--- src/rtl/jt12_kon_seq.sv ---
// Key-on sequencer: per-slot key-on state replayed in slot order. Writes are
// queued and applied on the target channel's S4 slot, with CSM bursts and edge pulses.
module jt12_kon_seq #(
  parameter int num_ch     = 6,
  parameter int fifo_depth = 4,
  parameter int csm_ch     = 2
) (
  input  logic       clk,
  input  logic       rst,
  input  logic       clk_en,
  input  logic [3:0] keyon_op,
  input  logic [2:0] keyon_ch,
  input  logic       up_keyon,
  input  logic [1:0] next_op,
  input  logic [2:0] next_ch,
  input  logic       csm,
  input  logic       overflow_A,
  output logic       keyon_I,
  output logic       kon_edge,
  output logic       koff_edge,
  output logic       fifo_full,
  output logic       fifo_ovf
);

  localparam int aw = $clog2(fifo_depth);
  localparam int cw = $clog2(fifo_depth + 1);
  localparam logic [3:0]    nch   = 4'(num_ch);
  localparam logic [cw-1:0] depth = cw'(fifo_depth);

  // Arrays span all 8 encodable channels; entries >= num_ch are never written.
  logic [3:0]    kst  [8];
  logic [3:0]    prev [8];
  logic [6:0]    fifo_mem [fifo_depth];
  logic [aw-1:0] rd_ptr, wr_ptr;
  logic [cw-1:0] count, count_next;
  logic          csm_win, win_next;
  logic [4:0]    win_slot, slot_next;

  logic [6:0] head;
  logic       slot_ok, pop, push_ok, push, drop;
  logic [1:0] sel;
  logic [3:0] kst_mask;
  logic       key, prev_bit;

  always_comb begin
    head     = fifo_mem[rd_ptr];
    slot_ok  = {1'b0, next_ch} < nch;
    pop      = (count != '0) && (head[6:4] == next_ch) && (next_op == 2'd3);
    push_ok  = up_keyon && ({1'b0, keyon_ch} < nch);
    push     = push_ok && ((count != depth) || pop);
    drop     = push_ok && !push;

    count_next = count;
    case ({push, pop})
      2'b10:   count_next = count + cw'(1);
      2'b01:   count_next = count - cw'(1);
      default: count_next = count;
    endcase

    // next_op order is S1,S3,S2,S4; the mask order is S1,S2,S3,S4
    sel = 2'd0;
    case (next_op)
      2'd0: sel = 2'd0;
      2'd1: sel = 2'd2;
      2'd2: sel = 2'd1;
      2'd3: sel = 2'd3;
      default: sel = 2'd0;
    endcase

    win_next  = csm_win;
    slot_next = win_slot;
    if (overflow_A) begin
      win_next  = 1'b1;
      slot_next = {next_op, next_ch};
    end else if (csm_win && (win_slot == {next_op, next_ch})) begin
      win_next = 1'b0;
    end

    kst_mask = pop ? head[3:0] : kst[next_ch];
    key      = (slot_ok & kst_mask[sel]) |
               (csm & win_next & (next_ch == 3'(csm_ch)));
    prev_bit = slot_ok & prev[next_ch][sel];
  end

  always_ff @(posedge clk) begin
    if (clk_en && push) fifo_mem[wr_ptr] <= {keyon_ch, keyon_op};
  end

  always_ff @(posedge clk or posedge rst) begin
    if (rst) begin
      for (int unsigned i = 0; i < 8; i++) begin
        kst[i]  <= '0;
        prev[i] <= '0;
      end
      rd_ptr    <= '0;
      wr_ptr    <= '0;
      count     <= '0;
      csm_win   <= 1'b0;
      win_slot  <= '0;
      keyon_I   <= 1'b0;
      kon_edge  <= 1'b0;
      koff_edge <= 1'b0;
      fifo_full <= 1'b0;
      fifo_ovf  <= 1'b0;
    end else if (clk_en) begin
      if (pop) begin
        kst[head[6:4]] <= head[3:0];
        rd_ptr         <= rd_ptr + aw'(1);
      end
      if (push) wr_ptr <= wr_ptr + aw'(1);
      count     <= count_next;
      fifo_full <= (count_next == depth);
      if (drop) fifo_ovf <= 1'b1;
      csm_win   <= win_next;
      win_slot  <= slot_next;
      keyon_I   <= key;
      kon_edge  <= key & ~prev_bit;
      koff_edge <= ~key & prev_bit;
      if (slot_ok) prev[next_ch][sel] <= key;
    end
  end

endmodule

--- config.mk ---
export PLATFORM = sky130hd
export DESIGN_NAME = jt12_kon_seq
export DESIGN_NICKNAME = d
export VERILOG_FILES = /design/src/rtl/jt12_kon_seq.sv
export SDC_FILE = /design/constraint.sdc
export NUM_CORES = 1
export LEC_CHECK = 0
export CAP_MARGIN = 25
export CELL_PAD_IN_SITES_DETAIL_PLACEMENT = 0
export CELL_PAD_IN_SITES_GLOBAL_PLACEMENT = 1
export CORE_AREA = 10 10 133 135
export CTS_CLUSTER_SIZE = 24
export DETAILED_ROUTE_END_ITERATION = 8
export DIE_AREA = 0 0 143 145
export PLACE_DENSITY_LB_ADDON = 0.12
export SLEW_MARGIN = 15
export SYNTH_ARGS = -nofsm -noshare
export SYNTH_HDL_FRONTEND = slang
export SYNTH_SLANG_ARGS = --single-unit
--- constraint.sdc ---
create_clock -name clk -period 7.45 [get_ports clk]
set_input_delay 1.49 -clock clk [delete_from_list [all_inputs] [get_ports clk]]
set_output_delay 1.49 -clock clk [all_outputs]
set_load 0.02 [all_outputs]
==> impl_results.md <==
- Switching share of power: 0.3100
- Synthesis Warnings: 0
- Fin crit period: 4703 ps
- Crit Path Category: in -> reg
- Vias in the first global route: between 3000 and 4000
- Routed WL: approximately 12000 um
- Worst reg2reg path depth: 9
- Hold Vio Cnt, Final: 0
- Distinct cells, synth: 60
- Pwr dens: between 200 and 300 nW/um^2
- Most used cell, CP: inv_1
- Synthesized flop and latch total: 108
- RSZ-0062 raised after global routing: false
- Port Buf Inserts: 22
- Final Worst Setup Slack: approximately 2700 ps
- Post-cts hold buffer count: 0
- Ys flop type: dfrtp_1
- H-tree depth: 3
- CTS tree: built
- Mapped Avg Cell Area: between 10 and 15 sq um
- I/O pin count: 23
- Internal Power: 1.130 mW
- Antenna violations before repair: 0
- Comb power frac: 0.238
- Root Driver: clkbuf_16
- Leak Pwr: approximately 2.4 nW
- Largest net degree at the start of global routing: 57
- Final setup viols: 0
- Slew Viols, Final: 0
- Post-CTS setup buffer count: 0
- Final TNS setup: 0 ps
- Worst path slowest cell: clkdlybuf4s50_1
- Most frequent cells in the layout: dfrtp_1 (80), mux2_2 (58), nand2_1 (42)
- Slowest stage delay, CP: between 1000 and 1500 ps
- Antenna diodes: 0
- Final worst-path cycle share: 0.6313
- Post-cts resize count: 0
- Clock Latency Late Sink: between 300 and 400 ps
- GRT Residual Overflow: 0
- Psw: 0.5078 mW
- # fillers: 1443
- Crit path DAT: between 4000 and 5000 ps
- Core Util, Final: 0.3912
- Area grow syn2layout: 12.93%
- Final HPWL DP: ~8300 um
- Cell area after synthesis: roughly 5200 sq um
- Critical Path Source: next_ch[2]
- # DRC: 0
- Hold Worst Slack: ~380 ps
- Synth Instances: 412
- Ys async rst share: 0.7407
- Die span in x: 143 um
- Via count: around 3200
- Final Non-Filler Cells: roughly 610
- Data required, critical path: approximately 7700 ps
- EDFF count, synth: 28
- Final antenna-violating net count: 0
- Reg power frac: 0.477
- R2R setup slack: about 3800 ps
- All-Layer GR Usage: 0.1203
- Outcome: complete, no violations
- Worst Path Max Fanout: 19
- Slew margin rel.: 0.3976
- Layout cells sized above 1: 0.2212
- Maximum vdd drop: approximately 120 uV
- DRT iter0 DRCs: approximately 160
- Pre-CTS WS: between 2000 and 2500 ps
- Post-synthesis net count: about 440
- RR Endpoint: fifo_full
- Crit-path cells: clkdlybuf4s50_1, inv_1, xnor2_1, a2111oi_4, nand3_1, inv_1, fa_1, nor3_1, a221oi_1, o41ai_2
- Initial Util: 0.3464
- Die Span Y: 145 um
- Drt wl/cell: roughly 19 um
- Clock tree sinks: approximately 110
- Register area share after synthesis: 0.5459
- Worst clock skew: around 11 ps
- First-pass GRT wire length: approximately 20000 um
- Max cap viols: 0
- Fmax: between 200 and 250 MHz
- Slew @ Worst Pin: about 900 ps
- CP endpoint: fifo_full
- Core ar.: about 15000 sq um
- Startpoint Class: primary input
- Die area: approximately 21000 sq um
- Hold Path Class: reg -> reg
- Post-DR vias/cell: 5.162
- Clock-pin slew on the worst setup and hold paths: around 80 ps
- Nets@finish: about 440
- Leading cell type in the layout, fill and taps excluded: dfrtp_1
- Global placement routability congestion: 0.7448
- Max clock buf depth: 2
- Clock network power share: 0.286
- First-pass DRT Iterations: 5
- Rows: 45
- CP endpoint kind: flop
- Reg2reg start: rd_ptr[0]
- TritonCTS buffer count: 9
- Placed Instances: 597
-- registers in the layout (all words and copies together) (netlist names) --
name	count
count	3
win_slot	5
prev	32
fifo_full	1
kst	30
csm_win	1
keyon_I	1
wr_ptr	2
fifo_mem	28
koff_edge	1
kon_edge	1
fifo_ovf	1
rd_ptr	2
-- per-layer routing --
layer  global-route usage  wire, um  vias to the layer above
li1                     -         -                     1526
met1               0.1596      5595                     1581
met2               0.1845      5669                       50
met3              0.03488       507                        7
met4              0.03715       133                        0
met5                    0         0                        -
-- how the worst min path moves through the flow --
stage	start	endpoint	cells past startpoint
global placement	prev[0]	prev[0]	0
finish	prev[6]	prev[6]	0
floorplan	prev[0]	prev[0]	1
detailed placement	prev[6]	prev[6]	0
CTS	prev[2]	prev[2]	0
global route	prev[5]	prev[5]	0
-- cells by family (layout without fill, tap and decap cells) --
kind of cell,Yosys count,after routing,share of synthesized area
buf+inv,43,56,0.03460
mux,80,80,0.1985
simple gates,106,106,0.09923
compound gates,58,58,0.08818
flops,108,108,0.5459
fa+ha+maj,5,5,0.01346
xor+xnor,12,12,0.02018
-- final cells by class --
type / count / area, sq um / area share
sequential: 108 / 2843 / 0.4834
multi-input combinational: 261 / 2190 / 0.3723
timing repair buffer: 28 / 280.3 / 0.04766
tap: 188 / 235.2 / 0.04000
clock buffer: 10 / 229.0 / 0.03894
clock inverter: 6 / 57.56 / 0.009787
inverter: 12 / 46.29 / 0.007872
-- per-stage QoR --
| step | total power, mW | cell area, sq um |
|---|---|---|
| 2_1_floorplan | 1.076 | 5207 |
| 3_3_place_gp | 1.182 | 5567 |
| 3_5_place_dp | 1.189 | 5594 |
| 4_1_cts | 1.664 | 5881 |
| 5_1_grt | 1.741 | 5881 |
| 6_report | 1.638 | 5881 |
-- Yosys cell counts, types with 2 or more instances --
master    count  area, sq um
buf_1         2        7.510
xor2_1        4        35.03
a211oi_1      5        37.54
nand2_1      42        157.7
nor3b_1       7        52.55
clkbuf_1     21        78.83
a31oi_1       4        25.02
dfrtp_1      80         2002
a311oi_1      2        17.52
nand3_1      12        60.06
ha_1          4        50.05
o31ai_1       2        15.01
nor2_1       15        56.30
o211ai_1      2        15.01
o21ai_0      10        50.05
a221oi_1      2        17.52
edfxtp_1     28        840.8
a22oi_1       2        15.01
xnor2_1       8        70.07
nor3_1        9        45.04
and2_1        7        43.79
a21oi_1       5        25.02
inv_1        12        45.04
buf_2         5        25.02
o22ai_1       3        18.77
mux2i_1      11        110.1
mux4_1        6        157.7
a41oi_1       4        35.03
mux2_2       58        653.1
nand3b_1      4        30.03
nand2b_1      3        18.77
mux4_2        5        112.6
-- power groups by stage --
| stage | clock network, mW | logic (mW) | registers, mW |
|---|---|---|---|
| floorplan | 0 | 0.310 | 0.765 |
| global placement | 0 | 0.390 | 0.792 |
| detailed placement | 0 | 0.395 | 0.794 |
| CTS | 0.484 | 0.397 | 0.783 |
| global route | 0.509 | 0.435 | 0.796 |
| finish | 0.468 | 0.389 | 0.781 |
-- critical path: cells and delay by family --
kind / cells / cell delay (ps)
compound gates: 3 / 790
xor+xnor: 1 / 240
fa+ha+maj: 1 / 460
buf+inv: 3 / 1510
simple gates: 2 / 460
Power figures use the tool's default switching activity.
